## config.mk

```make
export PLATFORM = sky130hd
export DESIGN_NAME = layer2_controller
export DESIGN_NICKNAME = d
export VERILOG_FILES = /design/src/rtl/layer2_controller.sv
export SDC_FILE = /design/constraint.sdc
export NUM_CORES = 2
export LEC_CHECK = 0
export BUFFER_PORTS_ARGS = -buffer_cell sky130_fd_sc_hd__clkbuf_2
export CORE_UTILIZATION = 40
export DETAILED_ROUTE_END_ITERATION = 6
export HOLD_SLACK_MARGIN = 0.06
export MAX_ROUTING_LAYER = met4
export PLACE_DENSITY = 0.61
export SLEW_MARGIN = 20
export SYNTH_ARGS = -nofsm -noshare
export SYNTH_HDL_FRONTEND = slang
export SYNTH_SLANG_ARGS = --single-unit
```

## constraint.sdc

```tcl
create_clock -name clk -period 6.3 [get_ports clk]
set_input_delay 1.26 -clock clk [delete_from_list [all_inputs] [get_ports clk]]
set_output_delay 1.26 -clock clk [all_outputs]
set_load 0.01 [all_outputs]
```

## src/rtl/layer2_controller.sv

```systemverilog
// layer2_controller
//   Output layer of the classifier. It latches one packed activation vector from
//   Layer1_Controller and forms OUT_NODES signed dot products, one input column per
//   cycle. It then adds the per-node biases and runs a sequential argmax. Scores and
//   the winning class are held until downstream acknowledges them.
//
// Ports
//   clk, reset          : rising-edge clock, synchronous active-high reset
//   inputsReady         : upstream vector valid (sampled only in IDLE)
//   layer1Output        : IN_NODES x IN_WIDTH unsigned activations, node 0 in MSBs
//   outputsRecieved     : downstream acknowledge (sampled only in DONE)
//   weightWriteEnable   : write one weight column selected by WriteAddressSelect
//   biasWriteEnable     : write the bias vector
//   WriteAddressSelect  : input index (column) for weight writes
//   writeIn             : OUT_NODES x W_WIDTH signed weights/biases, node 0 in MSBs
//   inputsRecieved      : one-cycle acknowledge to upstream after accept
//   outputsReady        : result valid
//   layer2Output        : OUT_NODES x ACC_WIDTH signed scores, node 0 in MSBs
//   classification      : index of the highest score (ties go to the lowest index)
module layer2_controller #(
  parameter int IN_NODES    = 2,
  parameter int IN_WIDTH    = 4,
  parameter int OUT_NODES   = 10,
  parameter int W_WIDTH     = 4,
  parameter int ACC_WIDTH   = 12,
  parameter int CLASS_WIDTH = 4
) (
  input  logic                           clk,
  input  logic                           reset,
  input  logic                           inputsReady,
  input  logic [IN_NODES*IN_WIDTH-1:0]   layer1Output,
  input  logic                           outputsRecieved,
  input  logic                           weightWriteEnable,
  input  logic                           biasWriteEnable,
  input  logic [9:0]                     WriteAddressSelect,
  input  logic [OUT_NODES*W_WIDTH-1:0]   writeIn,
  output logic                           inputsRecieved,
  output logic                           outputsReady,
  output logic [OUT_NODES*ACC_WIDTH-1:0] layer2Output,
  output logic [CLASS_WIDTH-1:0]         classification
);

  localparam int PW    = IN_WIDTH + W_WIDTH + 1;
  localparam int COL_W = (IN_NODES > 1) ? $clog2(IN_NODES) : 1;

  typedef enum logic [2:0] {
    S_IDLE,
    S_MAC,
    S_BIAS,
    S_ARGMAX,
    S_DONE
  } state_t;

  state_t                        state_q, state_d;
  logic [IN_WIDTH-1:0]           in_q   [IN_NODES];
  logic [IN_WIDTH-1:0]           in_d   [IN_NODES];
  logic signed [W_WIDTH-1:0]     w_q    [OUT_NODES][IN_NODES];
  logic signed [W_WIDTH-1:0]     w_d    [OUT_NODES][IN_NODES];
  logic signed [W_WIDTH-1:0]     bias_q [OUT_NODES];
  logic signed [W_WIDTH-1:0]     bias_d [OUT_NODES];
  logic signed [ACC_WIDTH-1:0]   acc_q  [OUT_NODES];
  logic signed [ACC_WIDTH-1:0]   acc_d  [OUT_NODES];
  logic signed [ACC_WIDTH-1:0]   score_q[OUT_NODES];
  logic signed [ACC_WIDTH-1:0]   score_d[OUT_NODES];
  logic [COL_W-1:0]              col_q, col_d;
  logic [CLASS_WIDTH-1:0]        best_q, best_d;
  logic [CLASS_WIDTH-1:0]        idx_q, idx_d;
  logic [CLASS_WIDTH-1:0]        class_q, class_d;
  logic                          in_rcv_q, in_rcv_d;
  logic                          out_rdy_q, out_rdy_d;

  // Unpacked views of the packed buses (node 0 sits in the most-significant field)
  logic [IN_WIDTH-1:0]           act_in  [IN_NODES];
  logic signed [W_WIDTH-1:0]     wr_field[OUT_NODES];

  for (genvar g = 0; g < IN_NODES; g++) begin : g_act
    assign act_in[g] = layer1Output[(IN_NODES-1-g)*IN_WIDTH +: IN_WIDTH];
  end

  for (genvar g = 0; g < OUT_NODES; g++) begin : g_wr
    assign wr_field[g] = writeIn[(OUT_NODES-1-g)*W_WIDTH +: W_WIDTH];
  end

  // Current-column operands and the per-node products
  logic [IN_WIDTH-1:0]           act_cur;
  logic signed [PW-1:0]          act_ext;
  logic signed [PW-1:0]          w_ext   [OUT_NODES];
  logic signed [PW-1:0]          prod    [OUT_NODES];
  logic signed [ACC_WIDTH-1:0]   prod_ext[OUT_NODES];
  logic signed [ACC_WIDTH-1:0]   bias_ext[OUT_NODES];
  logic signed [ACC_WIDTH-1:0]   acc_idx, acc_best;

  always_comb begin
    act_cur = '0;
    for (int unsigned k = 0; k < IN_NODES; k++) begin
      if (col_q == COL_W'(k)) act_cur = in_q[k];
    end
    // Activation is unsigned: zero-extend so it stays non-negative in the signed product
    act_ext = {{(PW-IN_WIDTH){1'b0}}, act_cur};
    for (int unsigned j = 0; j < OUT_NODES; j++) begin
      w_ext[j] = '0;
      for (int unsigned k = 0; k < IN_NODES; k++) begin
        if (col_q == COL_W'(k)) w_ext[j] = {{(PW-W_WIDTH){w_q[j][k][W_WIDTH-1]}}, w_q[j][k]};
      end
      prod[j]     = act_ext * w_ext[j];
      prod_ext[j] = {{(ACC_WIDTH-PW){prod[j][PW-1]}}, prod[j]};
      bias_ext[j] = {{(ACC_WIDTH-W_WIDTH){bias_q[j][W_WIDTH-1]}}, bias_q[j]};
    end
  end

  // Operands of the argmax comparison
  always_comb begin
    acc_idx  = '0;
    acc_best = '0;
    for (int unsigned j = 0; j < OUT_NODES; j++) begin
      if (idx_q == CLASS_WIDTH'(j))  acc_idx  = acc_q[j];
      if (best_q == CLASS_WIDTH'(j)) acc_best = acc_q[j];
    end
  end

  always_comb begin
    state_d   = state_q;
    in_d      = in_q;
    w_d       = w_q;
    bias_d    = bias_q;
    acc_d     = acc_q;
    score_d   = score_q;
    col_d     = col_q;
    best_d    = best_q;
    idx_d     = idx_q;
    class_d   = class_q;
    in_rcv_d  = 1'b0;
    out_rdy_d = out_rdy_q;

    // Coefficient updates are only safe while no computation is using them
    if (state_q == S_IDLE || state_q == S_DONE) begin
      if (weightWriteEnable) begin
        for (int unsigned k = 0; k < IN_NODES; k++) begin
          if (WriteAddressSelect == 10'(k)) begin
            for (int unsigned j = 0; j < OUT_NODES; j++) w_d[j][k] = wr_field[j];
          end
        end
      end
      if (biasWriteEnable) begin
        for (int unsigned j = 0; j < OUT_NODES; j++) bias_d[j] = wr_field[j];
      end
    end

    unique case (state_q)
      S_IDLE: begin
        if (inputsReady) begin
          in_d     = act_in;
          for (int unsigned j = 0; j < OUT_NODES; j++) acc_d[j] = '0;
          col_d    = '0;
          in_rcv_d = 1'b1;
          state_d  = S_MAC;
        end
      end
      S_MAC: begin
        for (int unsigned j = 0; j < OUT_NODES; j++) acc_d[j] = acc_q[j] + prod_ext[j];
        col_d = col_q + COL_W'(1);
        if (col_q == COL_W'(IN_NODES-1)) state_d = S_BIAS;
      end
      S_BIAS: begin
        for (int unsigned j = 0; j < OUT_NODES; j++) begin
          acc_d[j]   = acc_q[j] + bias_ext[j];
          score_d[j] = acc_d[j];
        end
        best_d  = '0;
        idx_d   = CLASS_WIDTH'(1);
        class_d = '0;
        state_d = S_ARGMAX;
      end
      S_ARGMAX: begin
        // Strict compare keeps the earlier index on ties
        if (acc_idx > acc_best) best_d = idx_q;
        class_d = best_d;
        idx_d   = idx_q + CLASS_WIDTH'(1);
        if (idx_q == CLASS_WIDTH'(OUT_NODES-1)) begin
          state_d   = S_DONE;
          out_rdy_d = 1'b1;
        end
      end
      S_DONE: begin
        if (outputsRecieved) begin
          out_rdy_d = 1'b0;
          state_d   = S_IDLE;
        end
      end
      default: state_d = S_IDLE;
    endcase
  end

  always_ff @(posedge clk) begin
    if (reset) begin
      state_q   <= S_IDLE;
      col_q     <= '0;
      best_q    <= '0;
      idx_q     <= '0;
      class_q   <= '0;
      in_rcv_q  <= 1'b0;
      out_rdy_q <= 1'b0;
      for (int unsigned k = 0; k < IN_NODES; k++) in_q[k] <= '0;
      for (int unsigned j = 0; j < OUT_NODES; j++) begin
        acc_q[j]   <= '0;
        score_q[j] <= '0;
        bias_q[j]  <= '0;
        for (int unsigned k = 0; k < IN_NODES; k++) w_q[j][k] <= '0;
      end
    end else begin
      state_q   <= state_d;
      col_q     <= col_d;
      best_q    <= best_d;
      idx_q     <= idx_d;
      class_q   <= class_d;
      in_rcv_q  <= in_rcv_d;
      out_rdy_q <= out_rdy_d;
      in_q      <= in_d;
      acc_q     <= acc_d;
      score_q   <= score_d;
      bias_q    <= bias_d;
      w_q       <= w_d;
    end
  end

  always_comb begin
    layer2Output = '0;
    for (int unsigned j = 0; j < OUT_NODES; j++) begin
      layer2Output[(OUT_NODES-1-j)*ACC_WIDTH +: ACC_WIDTH] = score_q[j];
    end
  end

  assign inputsRecieved = in_rcv_q;
  assign outputsReady   = out_rdy_q;
  assign classification = class_q;

endmodule

```

Word level (Yosys, flattened, before mapping)
Cells that the tools add are included.
{"block": "word_totals", "ff_bits": 382}
{"block": "op_classes", "add_sub_neg": 22, "mul": 10, "magnitude_cmp": 1, "eq_ne": 28, "muxes": 47, "bitwise": 1, "reduce_logical": 19}
{"operator": "120-bit one-hot mux with 3 select lines", "n": 1}
{"operator": "12-bit 2-to-1 mux", "n": 20}
{"operator": "12-bit by 4-bit adder with 12-bit output", "n": 10}
{"operator": "12-bit by 9-bit adder with 12-bit output", "n": 10}
{"operator": "120-bit 2-to-1 mux", "n": 1}
{"operator": "5-bit by 9-bit multiplier with 9-bit output", "n": 10}
{"operator": "9-bit 2-to-1 mux", "n": 10}
{"operator": "4-bit by 3-bit == test with 1-bit output (second input constant)", "n": 8}
{"operator": "4-bit by 2-bit == test with 1-bit output (second input constant)", "n": 4}
{"operator": "4-bit == test (second input constant)", "n": 4}
{"operator": "4-bit one-hot mux with 2 select lines", "n": 2}
{"operator": "3-bit one-hot mux with 5 select lines", "n": 1}
{"operator": "12-bit > comparator", "n": 1}
{"operator": "3-bit 2-to-1 mux", "n": 4}
{"operator": "10-bit by 1-bit == test with 1-bit output (second input constant)", "n": 1}
{"operator": "10-bit logical NOT", "n": 1}
{"operator": "2-bit != test (second input constant)", "n": 5}
{"operator": "2-bit AND reduction", "n": 5}
{"operator": "3-bit AND reduction", "n": 3}
{"operator": "4-bit by 1-bit == test with 1-bit output (second input constant)", "n": 2}
{"operator": "4-bit logical NOT", "n": 2}
{"operator": "4-bit 2-to-1 mux", "n": 2}
{"operator": "3-bit by 2-bit == test with 1-bit output (second input constant)", "n": 2}
{"operator": "2-bit nonzero test", "n": 3}
{"operator": "12 further kinds", "n": 16}

Depth between registers and ports, before layout
{"block": "depth", "depth_word": 14, "ltp_mapped": 25, "depth_no_buf": 23}

Worst setup path after synthesis
OpenSTA, ideal clock, no wires.
{"block": "synth_path", "path_type": "flip-flop to flip-flop", "startpoint": "register col_q", "endpoint": "register acc_q[47] in the netlist's numbering", "arrival_ps": 5188, "slack_ps": 1024, "path_stages_with_launch": 24, "path_buffers": 3, "path_cell_list": "dfxtp_1 -> buf_2 -> buf_1 -> buf_2 -> mux2i_1 -> nor2_1 -> ha_1 -> inv_1 -> fa_1 -> fa_1 -> inv_1 -> ha_1 -> a211oi_1 -> o21bai_1 -> a21oi_1 -> xnor2_2 -> ha_1 -> a21oi_1 -> o21bai_1 -> a21oi_1 -> o21ai_0 -> xnor2_1 -> nand2_1 -> a311oi_2"}
{"block": "synth_between", "elab_chain_len": 4}
{"element": "start: declaration", "line_no": "65", "rtl": "logic [COL_W-1:0] col_q, col_d;"}
{"element": "start signal: assignment", "line_no": "212", "rtl": "col_q <= col_d;"}
{"element": "4-bit 2-to-1 mux / 9-bit 2-to-1 mux (equally long branches)", "line_no": "96, 103"}
{"element": "5-bit by 9-bit multiplier with 9-bit output (*)", "line_no": "105", "rtl": "prod[j] = act_ext * w_ext[j];"}
{"element": "12-bit by 9-bit adder with 12-bit output (*)", "line_no": "160", "rtl": "for (int unsigned j = 0; j < OUT_NODES; j++) acc_d[j] = acc_q[j] + prod_ext[j];"}
{"element": "120-bit one-hot mux with 3 select lines (*)", "line_no": "149", "rtl": "unique case (state_q)"}
{"element": "end signal: indexed assignment", "line_no": "205", "rtl": "acc_q[j] <= '0;"}
{"element": "end signal: assignment", "line_no": "219", "rtl": "acc_q <= acc_d;"}
{"element": "end: declaration", "line_no": "61", "rtl": "logic signed [ACC_WIDTH-1:0] acc_q [OUT_NODES];"}
Mark *: on every way between the ends. The rest lies on a longest branch, timed or not.
A chain may end at the register's enable or synchronous reset.

Final worst setup path
{"block": "layout_path", "startpoint": "register col_q", "endpoint": "register acc_q[59] in the netlist's numbering"}
The elaborated chain is that of the path after synthesis.

==> impl_results.md <==
- Initial drt markers: about 2,400
- Num Clock Sinks: 382
- Min-delay src: layer2Output[65]$_SDFFE_PP0P_
- Leakage: 0.0162 uW
- R2R Setup Slk: 0.60 ns
- Setup Crit Path Kind: flip-flop to flip-flop
- Syn. warnings: 0
- Switching part of the total: 27.8%
- Standard-cell row count: 103
- Total Power: 6030 uW
- Top post-synthesis cells by area: dfxtp_1, ha_1, a21oi_1
- Min-Delay Path Depth: 2
- Clock power share: 48.3%
- Share of cells above drive strength 1: 9.00%
- Cts bufs inserted: between 40 and 50
- Vias: about 29,000
- Fmax: 0.175 GHz
- Reg2Reg Depth: 19
- Buffers & Inverters on Critical Path: 3
- Number of routed nets with antenna violations: 0
- Synth area leader: dfxtp_1
- Top_reg_cell synth: dfxtp_1
- Seq/Total Area, Yosys: 23.9%
- Core ar.: 0.0791 mm2
- Internal Power: 4350 uW
- Unrepaired setup endpoints after global routing: false
- Critical path peak fanout: 35
- Clk buf depth: 3
- Placer Congestion: 0.972
- P per Cell Area: 169 mW/mm2
- Worst r2r src: col_q$_SDFFE_PP0P_
- Post-Syn Nets: 4,598
- Dpl ws: 0.650 ns
- Initial antenna violation count: 1
- Number of flops mapped to enable cells by yosys: 0
- PortBufs: around 190
- Yosys reg bits: 382
- GRT Resource Usage Total: 25.8%
- Post-route setup slack: 0.599 ns
- WP data required: around 6.8 ns
- Number of global-route vias before repair: 26,900
- Max Slew Vio Count: 0
- Finished Layout Cells: around 5,200
- Reg2Reg Capture Point: acc_q[59]$_SDFFE_PP0P_
- Hold EP: layer2Output[65]$_SDFFE_PP0P_
- Post-cts resize count: 0
- Hold Path Class: flip-flop to flip-flop
- Worst slew pin tran: 1.09 ns
- Share of power burned in registers: 42.2%
- Die area: 0.0811 mm2
- Sum Neg Setup Slack: 0 ns
- Die height: 285 um
- Area Growth Syn to Fin: 11.4%
- CP peak stage delay: 0.71 ns
- Ports: 190
- WP data arrival: 6.20 ns
- Delay-heaviest family, CP: adder cells
- Clk slew on worst S/H paths: 0.06 ns
- Post-synthesis cell count: 4,019
- Post-DP HPWL: between 80 and 90 mm
- Top-area cell type share of the netlist area: about a quarter
- Worst rel slew slack: 27.2%
- Final Hold Violating Endpoints: 0
- CP dominant cell by count: ha_1
- Grt ovf: 0
- Placed Instances: 5,118
- Avg Inst Size Synth: 7.96 um2
- Setup bufs post-CTS: 0
- Outcome: finished clean
- Net Switching: 1670 uW
- WL final: 104 mm
- Max Cap Viol: 0
- CTS tree: yes
- CP cell instances: mux2i_4, buf_4, nor2_1, ha_1, inv_1, fa_1, fa_1, inv_1, ha_1, a211oi_1, o21bai_1, a21oi_1, xnor2_2, ha_1, a21oi_1, o221ai_1, xnor2_1, nand2_1, a311oi_2
- # hold bufs at CTS: 0
- Final Setup Violations: 0
- Crit share post-route: 90.5%
- Routed WL per cell: 19.9 um
- Die Width: 285 um
- Initial Utilization: 40.4%
- Post-route DRC: 0
- Largest net degree at the start of global routing: 133
- NumNets Final: 4,698
- Clk_lat worst skew: 0.62 ns
- Max H-tree Level: 2
- Worst path slowest cell: dfxtp_4
- Clock skew: 0.0346 ns
- CTS root buffer: clkbuf_16
- Minimum clock period: about 5.7 ns
- Placed Instance Area: ~0.034 mm2
- Combinational Power Share: 9.5%
- CP endpoint kind: flip-flop
- Synth Cell Area: 0.0320 mm2
- Asr flop ratio synth: 0%
- Netlist cell types: 65
- Worst VDD drop: 0.207 mV
- Design area: around 0.036 mm2
- Startpoint Class: flip-flop
- Drt via density: 5.53
- First-pass GRT wire length: 159 mm
- Pre-Repair DR Iteration Count: 6
tightest hold or removal path: stages (launching register included):
cell and delay (ns):
dfxtp_1 0.30, nand2_1 0.05, a21oi_1 0.05
routing by layer:
layer	part of all wire, %	wire length (um)	global-route usage, %	vias up
met5	0	0	-	-
met4	2.1	2190	5.59	0
met3	6.5	6710	3.02	122
met2	44	45700	39.6	817
met1	47	49200	36.3	13700
li1	-	-	-	14100
layout make-up:
type	count	area, um2
fill	8034	43500
multi-input combinational	3149	22600
sequential	382	7650
clock buffer	66	1390
tap	1050	1310
timing repair buffer	229	1280
inverter	308	1160
clock inverter	22	254
antenna	1	2.50
synth_stat cells (13+ instances only):
| cell type | number |
|---|---|
| nand3b_1 | 21 |
| nand2_1 | 651 |
| inv_1 | 306 |
| a21oi_1 | 554 |
| xnor2_1 | 170 |
| nand2b_1 | 22 |
| o221ai_1 | 17 |
| dfxtp_1 | 382 |
| a21o_1 | 74 |
| a221oi_1 | 17 |
| o21ai_0 | 120 |
| clkbuf_1 | 155 |
| o211ai_1 | 14 |
| o21a_1 | 55 |
| a22oi_1 | 51 |
| o21ai_1 | 36 |
| xor2_1 | 79 |
| nand3_1 | 20 |
| a211oi_1 | 40 |
| fa_1 | 110 |
| nor4_1 | 13 |
| nor2b_1 | 46 |
| nor2_1 | 272 |
| mux2i_1 | 52 |
| a31oi_1 | 42 |
| ha_1 | 405 |
| or3_1 | 27 |
| nand4_1 | 13 |
| nor3_1 | 28 |
| o21bai_1 | 39 |
registers in the layout (all words and copies together) (netlist names):
register and cells:
col_q 1, bias_ext 40, state_q 3, acc_q 120, in_q 8, classification 4, idx_q 4, outputsReady 1
inputsRecieved 1, layer2Output 120, w_q 80
power by group through the flow:
| stage | Combinational (uW) | Clock (uW) | Sequential, uW |
|---|---|---|---|
| after floorplan | 377 | 0 | 2550 |
| after global placement | 571 | 0 | 2590 |
| after detailed placement | 572 | 0 | 2590 |
| after CTS | 574 | 2970 | 2540 |
| after global routing | 623 | 3060 | 2550 |
| final | 574 | 2910 | 2540 |
stage by stage:
step,hold WS (ns),util [%]
finish,0.451,45.0
global route,0.469,45.0
CTS,0.452,45.0
detailed placement,0.439,43.0
global placement,0.438,43.0
floorplan,0.432,-
how the worst max path moves through the flow:
stage,start,end,slack [ns],cells after the start
floorplan,col_q$_SDFFE_PP0P_,acc_q[47]$_SDFFE_PP0P_,1.02,23
global placement,col_q$_SDFFE_PP0P_,acc_q[47]$_SDFFE_PP0P_,0.75,20
detailed placement,col_q$_SDFFE_PP0P_,acc_q[59]$_SDFFE_PP0P_,0.65,19
CTS,col_q$_SDFFE_PP0P_,acc_q[59]$_SDFFE_PP0P_,0.61,19
global route,col_q$_SDFFE_PP0P_,acc_q[119]$_SDFFE_PP0P_,0.19,22
finish,col_q$_SDFFE_PP0P_,acc_q[59]$_SDFFE_PP0P_,0.60,19
placed cells by master (no fill, tap or decap), drive strengths merged, types with 46 or more instances in the layout:
cell type  count
clkbuf       254
nand2        651
nor2b         46
nor2         272
ha           405
o21a          55
inv          309
a21o          74
xor2          79
fa           110
a22oi         61
mux2i         52
a21oi        554
xnor2        179
dfxtp        382
o21ai        156
cells by family after synthesis:
| group | Yosys count | share of synthesized area [%] |
|---|---|---|
| multiplexers | 67 | 2.58 |
| AO/OA/AOI/OAI | 1153 | 22.4 |
| flip-flops | 382 | 23.9 |
| buffers and inverters | 488 | 5.83 |
| AND/OR/NAND/NOR | 1156 | 15.3 |
| adder cells (fa/ha/maj) | 515 | 22.7 |
| XOR/XNOR | 258 | 7.27 |
(Power assumes the default switching activity.)
